`src/rtl/invader_renderer_if.sv`:
```
// -----------------------------------------------------------------------------
// invader_renderer_if
//
// Pixel and kill bus between the video front end / collision logic and the
// invader renderer.
//
//   draw        pixel is inside the visible area
//   pixelx      visible x coordinate (0..799)
//   pixely      visible y coordinate (0..599)
//   kill_valid  one-cycle kill strobe from the collision logic
//   kill_row    row of the invader to kill
//   kill_col    column of the invader to kill
//   rgb         rendered pixel colour, RRRGGGBB
//   rgb_valid   draw delayed to line up with rgb
//
// The master drives pixels and kills; the slave (the renderer) returns colour.
// -----------------------------------------------------------------------------
interface invader_renderer_if;
    logic        draw;
    logic [10:0] pixelx;
    logic [10:0] pixely;
    logic        kill_valid;
    logic [1:0]  kill_row;
    logic [2:0]  kill_col;
    logic [7:0]  rgb;
    logic        rgb_valid;

    modport master (
        output draw, pixelx, pixely, kill_valid, kill_row, kill_col,
        input  rgb, rgb_valid
    );

    modport slave (
        input  draw, pixelx, pixely, kill_valid, kill_row, kill_col,
        output rgb, rgb_valid
    );
endinterface

```
`src/rtl/invader_renderer.sv`:
```
// -----------------------------------------------------------------------------
// invader_renderer
//
// Pixel-generation stage that sits directly behind the VGA timing controller.
// Owns the invader formation (alive bitmap, position, marching FSM), accepts
// kill requests and renders the formation as registered 3-3-2 RGB with a fixed
// two-cycle latency, one pixel per clock.
//
// Ports:
//   clk          pixel clock (40 MHz)
//   clear_n      asynchronous active-low reset
//   vsync        frame sync; each rising edge is one frame tick
//   bus          invader_renderer_if.slave: draw/pixelx/pixely in,
//                kill_valid/kill_row/kill_col in, rgb/rgb_valid out
//   formation_x  current formation left edge
//   formation_y  current formation top edge
//   alive_count  number of live invaders
//   step_pulse   one-cycle pulse on every formation step
//   landed       sticky, formation reached the landing line
//   all_dead     no invaders left
//
// Build option:
//   SPEEDUP_EN   when defined, the step period in frames is alive_count + 1,
//                re-evaluated at every wrap; otherwise it is FRAMES_PER_STEP.
// -----------------------------------------------------------------------------
module invader_renderer #(
    parameter int COLS            = 8,
    parameter int ROWS            = 4,
    parameter int SPR_W           = 16,
    parameter int SPR_H           = 8,
    parameter int SPACE_X_LOG2    = 5,
    parameter int SPACE_Y_LOG2    = 4,
    parameter int START_X         = 16,
    parameter int START_Y         = 32,
    parameter int STEP_X          = 8,
    parameter int STEP_Y          = 16,
    parameter int FRAMES_PER_STEP = 30,
    parameter int SCREEN_W        = 800,
    parameter int LAND_Y          = 560
) (
    input  logic                clk,
    input  logic                clear_n,
    input  logic                vsync,
    invader_renderer_if.slave   bus,
    output logic [10:0]         formation_x,
    output logic [10:0]         formation_y,
    output logic [5:0]          alive_count,
    output logic                step_pulse,
    output logic                landed,
    output logic                all_dead
);

    localparam int FORM_W = (COLS - 1) * (1 << SPACE_X_LOG2) + SPR_W;
    localparam int FORM_H = (ROWS - 1) * (1 << SPACE_Y_LOG2) + SPR_H;

    // The alive bitmap is always a full 4x8 grid indexed by {row, col}.
    // Cells outside ROWS x COLS start at 0 and can only ever be cleared, so an
    // out-of-range kill simply finds a dead cell and is ignored.
    function automatic logic [31:0] initAlive();
        logic [31:0] mask;
        mask = '0;
        for (int r = 0; r < 4; r++) begin
            for (int c = 0; c < 8; c++) begin
                if (r < ROWS && c < COLS) begin
                    mask[r*8 + c] = 1'b1;
                end
            end
        end
        return mask;
    endfunction

    localparam logic [31:0] ALIVE_INIT = initAlive();

    // Sprite ROM row lookup: two 16x8 frames that differ only in the legs.
    function automatic logic [15:0] spriteRow(input logic frame, input logic [2:0] y);
        logic [15:0] bits;
        case (y)
            3'd0:                    bits = 16'h0000;
            3'd1:                    bits = 16'h07E0;
            3'd2, 3'd3, 3'd4, 3'd5:  bits = 16'h3FFC;
            3'd6:                    bits = 16'h0C30;
            default:                 bits = frame ? 16'h6006 : 16'h1818;
        endcase
        return bits;
    endfunction

    typedef enum logic [2:0] {
        MOVE_R,
        MOVE_L,
        DOWN_L,
        DOWN_R,
        HALT
    } formState_t;

    formState_t  state;
    formState_t  stateNext;
    logic [10:0] fxNext;
    logic [10:0] fyNext;
    logic        landNext;

    logic        vsyncQ;
    logic        tick;
    logic [6:0]  frameCnt;
    logic [6:0]  periodLast;
    logic        frameWrap;
    logic        stepNow;
    logic        anim;

    logic [31:0] alive;
    logic        killHit;

    logic [10:0] relX;
    logic [10:0] relY;
    logic        inBox;
    logic [10:0] s1RelX;
    logic [10:0] s1RelY;
    logic        s1InBox;
    logic        s1Draw;
    logic        s1Anim;
    logic [31:0] s1Alive;

    logic [2:0]  cellCol;
    logic [1:0]  cellRow;
    logic [SPACE_X_LOG2-1:0] offX;
    logic [SPACE_Y_LOG2-1:0] offY;
    logic [15:0] spriteBits;
    logic        hit;
    logic [7:0]  pixelColour;

    // A frame tick is the rising edge of vsync.  The counter wraps on the tick
    // that reaches the last frame of the period, and that same tick issues the
    // formation step unless the formation has halted.  Using >= for the wrap
    // keeps the counter safe when the speed-up period shrinks below it.
    assign tick = vsync & ~vsyncQ;
`ifdef SPEEDUP_EN
    assign periodLast = {1'b0, alive_count};
`else
    assign periodLast = 7'(FRAMES_PER_STEP - 1);
`endif
    assign frameWrap = frameCnt >= periodLast;
    assign stepNow   = tick & frameWrap & (state != HALT);
    assign all_dead  = (alive_count == 6'd0);

    // Frame counter and the vsync edge detector.
    always_ff @(posedge clk or negedge clear_n) begin
        if (!clear_n) begin
            vsyncQ   <= 1'b0;
            frameCnt <= '0;
        end else begin
            vsyncQ <= vsync;
            if (tick) begin
                frameCnt <= frameWrap ? 7'd0 : frameCnt + 7'd1;
            end
        end
    end

    // Every step produces one step_pulse and flips the sprite animation frame.
    always_ff @(posedge clk or negedge clear_n) begin
        if (!clear_n) begin
            step_pulse <= 1'b0;
            anim       <= 1'b0;
        end else begin
            step_pulse <= stepNow;
            if (stepNow) begin
                anim <= ~anim;
            end
        end
    end

    // Marching FSM.  The step that finds the screen edge only changes state;
    // the following step drops the formation and reverses direction.  Landing
    // is judged on the position the step produces, and a wiped-out formation
    // halts regardless of any step.
    always_comb begin
        stateNext = state;
        fxNext    = formation_x;
        fyNext    = formation_y;
        landNext  = 1'b0;
        if (stepNow) begin
            case (state)
                MOVE_R: begin
                    if ({1'b0, formation_x} + 12'(STEP_X + FORM_W) > 12'(SCREEN_W)) begin
                        stateNext = DOWN_L;
                    end else begin
                        fxNext = formation_x + 11'(STEP_X);
                    end
                end
                MOVE_L: begin
                    if (formation_x < 11'(STEP_X)) begin
                        stateNext = DOWN_R;
                    end else begin
                        fxNext = formation_x - 11'(STEP_X);
                    end
                end
                DOWN_L: begin
                    fyNext    = formation_y + 11'(STEP_Y);
                    stateNext = MOVE_L;
                end
                DOWN_R: begin
                    fyNext    = formation_y + 11'(STEP_Y);
                    stateNext = MOVE_R;
                end
                default: begin
                end
            endcase
            if ({1'b0, fyNext} + 12'(FORM_H) >= 12'(LAND_Y)) begin
                stateNext = HALT;
                landNext  = 1'b1;
            end
        end
        if (all_dead) begin
            stateNext = HALT;
        end
    end

    // FSM state, formation position and the sticky landed flag.
    always_ff @(posedge clk or negedge clear_n) begin
        if (!clear_n) begin
            state       <= MOVE_R;
            formation_x <= 11'(START_X);
            formation_y <= 11'(START_Y);
            landed      <= 1'b0;
        end else begin
            state       <= stateNext;
            formation_x <= fxNext;
            formation_y <= fyNext;
            landed      <= landed | landNext;
        end
    end

    // A kill only lands on a live cell, so repeats and out-of-range requests
    // leave both the bitmap and the count untouched.  Kills are independent of
    // the FSM and keep working after the formation halts.
    assign killHit = bus.kill_valid & alive[{bus.kill_row, bus.kill_col}];

    always_ff @(posedge clk or negedge clear_n) begin
        if (!clear_n) begin
            alive       <= ALIVE_INIT;
            alive_count <= 6'(ROWS * COLS);
        end else if (killHit) begin
            alive[{bus.kill_row, bus.kill_col}] <= 1'b0;
            alive_count                         <= alive_count - 6'd1;
        end
    end

    // Stage 1: position of the pixel relative to the formation plus a bounding
    // box test.  Formation position, alive bitmap and animation frame are
    // captured alongside the pixel so stage 2 sees a consistent snapshot.
    assign relX  = bus.pixelx - formation_x;
    assign relY  = bus.pixely - formation_y;
    assign inBox = bus.draw
                 & (bus.pixelx >= formation_x)
                 & (bus.pixely >= formation_y)
                 & (relX < 11'(FORM_W))
                 & (relY < 11'(FORM_H));

    always_ff @(posedge clk or negedge clear_n) begin
        if (!clear_n) begin
            s1RelX  <= '0;
            s1RelY  <= '0;
            s1InBox <= 1'b0;
            s1Draw  <= 1'b0;
            s1Anim  <= 1'b0;
            s1Alive <= '0;
        end else begin
            s1RelX  <= relX;
            s1RelY  <= relY;
            s1InBox <= inBox;
            s1Draw  <= bus.draw;
            s1Anim  <= anim;
            s1Alive <= alive;
        end
    end

    // Stage 2: split the relative position into cell and in-cell offset, then
    // look up the sprite.  Offsets beyond the sprite fall in the gap between
    // cells.  Colour depends only on the row of the hit cell.
    assign cellCol    = s1RelX[SPACE_X_LOG2 +: 3];
    assign cellRow    = s1RelY[SPACE_Y_LOG2 +: 2];
    assign offX       = s1RelX[SPACE_X_LOG2-1:0];
    assign offY       = s1RelY[SPACE_Y_LOG2-1:0];
    assign spriteBits = spriteRow(s1Anim, offY[2:0]);
    assign hit        = s1InBox
                      & (int'(offX) < SPR_W)
                      & (int'(offY) < SPR_H)
                      & s1Alive[{cellRow, cellCol}]
                      & spriteBits[offX[3:0]];

    always_comb begin
        pixelColour = 8'h00;
        if (hit) begin
            if (cellRow == 2'd0) begin
                pixelColour = 8'hFF;
            end else if (cellRow == 2'd3) begin
                pixelColour = 8'h1C;
            end else begin
                pixelColour = 8'h1F;
            end
        end
    end

    // Output registers of the render pipeline.
    always_ff @(posedge clk or negedge clear_n) begin
        if (!clear_n) begin
            bus.rgb       <= 8'h00;
            bus.rgb_valid <= 1'b0;
        end else begin
            bus.rgb       <= pixelColour;
            bus.rgb_valid <= s1Draw;
        end
    end

endmodule

```
`src/flat_wrapper.sv`:
```
// flat-port wrapper written by rule: the top's interface ports become plain ports
module invader_renderer_flat 
#(
    parameter int COLS            = 8,
    parameter int ROWS            = 4,
    parameter int SPR_W           = 16,
    parameter int SPR_H           = 8,
    parameter int SPACE_X_LOG2    = 5,
    parameter int SPACE_Y_LOG2    = 4,
    parameter int START_X         = 16,
    parameter int START_Y         = 32,
    parameter int STEP_X          = 8,
    parameter int STEP_Y          = 16,
    parameter int FRAMES_PER_STEP = 30,
    parameter int SCREEN_W        = 800,
    parameter int LAND_Y          = 560
)
  (clk, clear_n, vsync, formation_x, formation_y, alive_count, step_pulse, landed, all_dead, bus_draw, bus_pixelx, bus_pixely, bus_kill_valid, bus_kill_row, bus_kill_col, bus_rgb, bus_rgb_valid);
  invader_renderer_if bus_i ();
  input  logic clk;
  input  logic clear_n;
  input  logic vsync;
  output logic [10:0] formation_x;
  output logic [10:0] formation_y;
  output logic [5:0] alive_count;
  output logic step_pulse;
  output logic landed;
  output logic all_dead;
  input wire logic [$bits(bus_i.draw)-1:0] bus_draw;
  input wire logic [$bits(bus_i.pixelx)-1:0] bus_pixelx;
  input wire logic [$bits(bus_i.pixely)-1:0] bus_pixely;
  input wire logic [$bits(bus_i.kill_valid)-1:0] bus_kill_valid;
  input wire logic [$bits(bus_i.kill_row)-1:0] bus_kill_row;
  input wire logic [$bits(bus_i.kill_col)-1:0] bus_kill_col;
  output wire logic [$bits(bus_i.rgb)-1:0] bus_rgb;
  output wire logic [$bits(bus_i.rgb_valid)-1:0] bus_rgb_valid;
  assign bus_i.draw = bus_draw;
  assign bus_i.pixelx = bus_pixelx;
  assign bus_i.pixely = bus_pixely;
  assign bus_i.kill_valid = bus_kill_valid;
  assign bus_i.kill_row = bus_kill_row;
  assign bus_i.kill_col = bus_kill_col;
  assign bus_rgb = bus_i.rgb;
  assign bus_rgb_valid = bus_i.rgb_valid;
  invader_renderer #(.COLS(COLS), .ROWS(ROWS), .SPR_W(SPR_W), .SPR_H(SPR_H), .SPACE_X_LOG2(SPACE_X_LOG2), .SPACE_Y_LOG2(SPACE_Y_LOG2), .START_X(START_X), .START_Y(START_Y), .STEP_X(STEP_X), .STEP_Y(STEP_Y), .FRAMES_PER_STEP(FRAMES_PER_STEP), .SCREEN_W(SCREEN_W), .LAND_Y(LAND_Y)) u_core (.clk(clk), .clear_n(clear_n), .vsync(vsync), .bus(bus_i), .formation_x(formation_x), .formation_y(formation_y), .alive_count(alive_count), .step_pulse(step_pulse), .landed(landed), .all_dead(all_dead));
endmodule
```
`config.mk`:
```
export PLATFORM = sky130hd
export DESIGN_NAME = invader_renderer_flat
export DESIGN_NICKNAME = d
export VERILOG_FILES = /design/src/rtl/invader_renderer_if.sv /design/src/rtl/invader_renderer.sv /design/src/flat_wrapper.sv
export SDC_FILE = /design/constraint.sdc
export NUM_CORES = 1
export LEC_CHECK = 0
export ABC_AREA = 1
export CAP_MARGIN = 10
export CORE_ASPECT_RATIO = 0.75
export CORE_UTILIZATION = 55
export CTS_BUF_LIST = sky130_fd_sc_hd__clkbuf_4
export DETAILED_ROUTE_END_ITERATION = 8
export MAX_ROUTING_LAYER = met4
export PLACE_DENSITY = 0.79
export SLEW_MARGIN = 0
export SYNTH_ARGS = -nofsm -noshare
export SYNTH_HDL_FRONTEND = slang
export SYNTH_SLANG_ARGS = --single-unit
export TNS_END_PERCENT = 1
```
`constraint.sdc`:
```
create_clock -name clk -period 4 [get_ports clk]
set_input_delay 0.4 -clock clk [delete_from_list [all_inputs] [get_ports clk]]
set_output_delay 0.4 -clock clk [all_outputs]
set_load 0.01 [all_outputs]
```
# --- After elaboration in Yosys (flattened, before gate mapping) ---
# Index checks and enable logic that the tools add are counted.
op_classes:
  n_addsub: 9
  n_mul: 0
  div_mod_pow: 0
  order_cmp: 14
  n_eq_ne: 15
  n_shift: 0
  n_mux: 27
  n_bitwise: 17
  reduce_logical: 12
ops:
  columns: ["operator", "n"]
  rows:
  - ["$pmux W16 S4", 1]
  - ["$mux W11", 4]
  - ["$and A32 B32 Y32", 1]
  - ["$not A32 Y32", 1]
  - ["$ge A11 B11 Y1", 2]
  - ["$pmux W11 S2", 1]
  - ["$sub A11 B11 Y11", 2]
  - ["$mux W8", 2]
  - ["$mux W15", 1]
  - ["$mux W3", 5]
  - ["$add A11 B6 Y12 const B", 1]
  - ["$add A11 B8 Y12 const B", 1]
  - ["$and A1 B1 Y1", 12]
  - ["$eq A3 B2 Y1 const B", 4]
  - ["$ge A12 B10 Y1 const B", 1]
  - ["$gt A12 B10 Y1 const B", 1]
  - ["$lt A5 B6 Y1 const B", 2]
  - ["$pmux W3 S4", 1]
  - ["$add A11 B4 Y11 const B", 1]
  - ["$add A11 B5 Y11 const B", 1]
  - ["$lt A11 B4 Y1 const B", 1]
  - ["$lt A11 B6 Y1 const B", 1]
  - ["$lt A11 B8 Y1 const B", 1]
  - ["$sub A11 B4 Y11 const B", 1]
  - ["other kinds (30)", 45]
totals:
  ff_bits: 132
  latch_bits: 0
  ram_bits: 0
  rom_bits: 0
  inputBits: 32
  output_inout_bits: 40
  n_memories: 0

# --- Longest topological paths before layout ---
depth:
  ltp_word: 10
  ltp_mapped: 14
  depth_no_buf: 14

# --- Worst setup path after synthesis ---
# Ideal clock, no wire load.
synth_path:
  path_type: "register to register"
  from: "register u_core.formation_y[4]"
  to: "register u_core.s1InBox"
  setup_time_ns: 0.071
  arrival_time_ns: 1.918
  path_slack_ns: 2.010
  stages_incl_launch_ff: 13
  path_cell_list: "dfrtp_1 -> ha_1 -> fa_1 -> or2_2 -> nand2_1 -> nand2_1 -> nand2_1 -> nand2_1 -> nor2_1 -> o21ai_0 -> nor2_1 -> nand4_1 -> nor2_1"
synth_between:
  elab_chain_cells: 4
synth_rtl:
  columns: ["element", "line_no", "source"]
  rows:
  - ["start: declaration", "invader_renderer.sv:46", "output logic [10:0] formation_y,"]
  - ["start signal: assignment", "invader_renderer.sv:221", "formation_y <= 11'(START_Y);"]
  - ["start signal: assignment", "invader_renderer.sv:226", "formation_y <= fyNext;"]
  - ["parallel branches: the longest is 3 deep, another holds $sub A11 B11 Y11", null, null]
  - ["$and A1 B1 Y1 *", "invader_renderer.sv:255", "& (relY < 11'(FORM_H));"]
  - ["via u_core.inBox", "invader_renderer.sv:114", "logic inBox;"]
  - ["end signal: assignment", "invader_renderer.sv:268", "s1InBox <= inBox;"]
  - ["end: declaration", "invader_renderer.sv:117", "logic s1InBox;"]
# Mark *: on every way through the listed nets, which the timed path passes.
# A chain may end at the register's enable or synchronous reset.

# --- Final worst setup path ---
layout_path:
  from: "register u_core.alive_count[0]"
  to: "output port all_dead"
layout_between:
  elab_chain_cells: 1
layout_rtl:
  columns: ["element", "line_no", "source"]
  rows:
  - ["start: declaration", "invader_renderer.sv:47", "output logic [5:0] alive_count,"]
  - ["start signal: assignment", "invader_renderer.sv:239", "alive_count <= 6'(ROWS * COLS);"]
  - ["start signal: assignment", "invader_renderer.sv:242", "alive_count <= alive_count - 6'd1;"]
  - ["$logic_not A6 Y1", "invader_renderer.sv:142", "assign all_dead = (alive_count == 6'd0);"]
  - ["end: declaration", "flat_wrapper.sv:28", "output logic all_dead;"]
# Every way passes these cells.

==> impl_metrics.py <==
metrics = {
    "timing": {
        "drv_slew": 0,
        "timing.final.crit_share_pct": 64.8,
        "hold_violations": 0,
        "setup_tns_ps": 0,
        "relSlewSlack_pct": 42.6,
        "fin_crit_ps": 2590,
        "rsz0062_at_grt": "false",
        "tightest_slew_ps": 860,
        "skew_ps": 16.1,
        "setup_viol": 0,
        "max_freq_mhz": 386,
    },
    "worst_setup_path": {
        "start_kind": "flip-flop",
        "cp.arrival_ps": 2190,
        "critPathRequiredTime_ps": 3600,
        "r2r-start": "u_core.formation_x[3]",
        "critPathLaunch": "u_core.alive_count[0]",
        "crit_path_end_kind": "primary output",
        "crit_type": "reg2out",
        "crit_fanout": 5,
    },
    "routing": {
        "drt_iter0_drc": 510,
        "antenna_left": 0,
        "num_vias": 5368,
        "drtPass1Iterations": 5,
        "vias_per_cell": 5.56,
        "avgRoutedWirePerCell_um": 15.8,
        "drc": 0,
        "postRouteWirelength_um": 15200,
    },
    "hold_path": {
        "min_from": "vsync",
        "hold_class": "in2reg",
    },
    "synth": {
        "synth.area.top_cells": "dfrtp_1 (33%), dfstp_2 (14%), nand2_1 (9.9%)",
        "yosysSeqAreaShare_pct": 47.8,
        "synth_edf_count": 0,
        "yosys-top-cells-count": "nand2_1 (168), inv_1 (90), dfrtp_1 (85)",
        "synth_area_per_cell_um2": 8.54,
        "ys_warn_count": 0,
        "syn_inst": 747,
        "synth-seq-cells": 120,
        "synth.distinct_cells": 41,
        "synth_area_um2": 6380,
        "synth_most_common_cell": "nand2_1",
        "ys.flop_type": "dfrtp_1",
        "synth_top_cell_area_share_pct": 33.4,
        "async_flop_share_pct": 100,
        "synth_top_area_cell": "dfrtp_1",
    },
    "global_route": {
        "track_usage_pct": 27.8,
        "grt_pass1_wl_um": 25000,
        "grt_start_max_net_pins": 71,
        "grt_pass1_vias": 5221,
        "globalRoute.totalOverflow": 0,
        "antenna_found_initial": 0,
    },
    "floorplanning": {
        "die_w_um": 126,
        "die_height_um": 95.3,
        "core_region_area_um2": 11100,
        "dieArea_um2": 12000,
        "io_pins": 72,
        "rows": 33,
        "start_util_pct": 57.4,
    },
    "placement": {
        "placed_area_um2": 7030,
        "port_buffers": 64,
        "gp_congestion": 0.939,
        "hpwl_um": 11000,
    },
    "power_and_ir_drop": {
        "vdd_drop_max_mv": 0.287,
        "power_leakage_nw": 3.50,
        "finalPower_w": 0.00283,
        "p_per_area_nw_per_um2": 385,
    },
    "clock_network": {
        "cts.clk_slew.worst_paths_ps": 120,
        "clkLatencyLatePin_ps": 540,
        "cts_buffers": 17,
        "ctsResizeCount": 0,
        "cts_root_buf": "clkbuf_4",
        "cts_tree": "yes",
        "cts_buffer_depth": 2,
        "htree_levels": 4,
        "cts_sinks": 120,
    },
    "layout": {
        "final_util_pct": 66.3,
        "n_antenna_cell": 0,
        "drive_gt1_share_pct": 10.4,
        "synthToLayoutAreaGrowth_pct": 15.5,
        "finalInstanceArea_um2": 7370,
        "fin_nets": 869,
    },
    "status": {
        "status": "finished clean",
    },
    "flow_run": {
        "drv_cap": 0,
    },
}
==> worst paths after layout <==
check                                        end  slack [ps]  cells after the start
setup / recovery                        all_dead        1410                      5
hold / removal                     u_core.vsyncQ         330                      1
setup reg to reg           u_core.formation_x[5]        1680                      9
hold reg to reg             u_core.bus.rgb_valid         360                      0
max in group asynchronous        u_core.alive[5]        2570                      3
min in group asynchronous      u_core.s1Alive[1]         490                      2
==> per-stage QoR <==
stage | worst slack, ps | cells | hold WS [ps]
detailed placement | 1080 | 932 | 340
CTS | 1410 | 965 | 309
floorplan | 2010 | 753 | 104
finish | 1410 | 965 | 329
global route | 1290 | 965 | 309
global placement | 1290 | 932 | 340
==> cell families (layout without fill, tap and decap cells) <==
kind of cell	Yosys count	after routing	synth area share, %
xor gates and xnor gates	27	27	3.71
and+or+nand+nor	325	325	22.2
adders and majority gates	25	25	5.14
other	1	7	0.0588
buffers and inverters	121	193	8.71
AOI/OAI and AO/OA	128	128	12.4
DFF	120	120	47.8
==> sequential cells by signal, summed over array words and instances, names as in the netlist, 3 cells and up <==
register / cells
u_core.frameCnt: 7
u_core.s1RelY: 6
u_core.formation_x: 8
u_core.alive: 32
u_core.alive_count: 6
u_core.bus.rgb: 3
u_core.state: 3
u_core.s1RelX: 8
u_core.s1Alive: 32
u_core.formation_y: 7
==> worst max-delay path, stage by stage (launching register included) <==
cell and delay [ps]:
dfrtp_1 430, inv_1 140, ha_1 170, nand3_1 70, nor2_1 250, clkdlybuf4s50_1 600
==> layout by cell type, fill, tap and decap left out, drive strengths merged, types with 10 or more instances in the layout <==
| master | instances |
|---|---|
| o21a | 26 |
| a21oi | 24 |
| nand3 | 51 |
| nand4 | 11 |
| dfrtp | 85 |
| clkdlybuf4s50 | 63 |
| a22oi | 12 |
| clkbuf | 17 |
| clkinv | 10 |
| nand2 | 173 |
| xor2 | 21 |
| ha | 23 |
| inv | 94 |
| nor3 | 16 |
| dfstp | 35 |
| nor2 | 64 |
| o21ai | 38 |
==> layer usage <==
metal	vias to the layer above	part of all wire, %	global-route usage (%)
met5	-	0	-
met4	0	1.4	8.94
met3	28	6.4	6.45
met2	215	45	41.8
met1	2565	47	37.6
li1	2560	-	-
==> layout make-up <==
cell class,instances,area [um2]
Clock buffer,17,128
Tap cell,140,175
Timing Repair Buffer,67,663
Inverter,94,353
Sequential cell,120,3050
Multi-Input combinational cell,512,2800
Fill cell,905,3740
Clock inverter,15,203
==> where the power goes <==
part	leakage [nW]	internal [W]	switching [W]
Combinational	1.92	0.000199	0.000279
Sequential	1.41	0.00129	0.0000753
Clock	0.174	0.000499	0.000487
Total	3.50	0.00199	0.000841
==> repair_timing <==
item	in CTS	in global routing
endpoints found under the hold margin	13	0
buffers inserted	0	0
endpoints found under the setup margin	0	0
hold buffers	1	0
(Power assumes the default switching activity.)
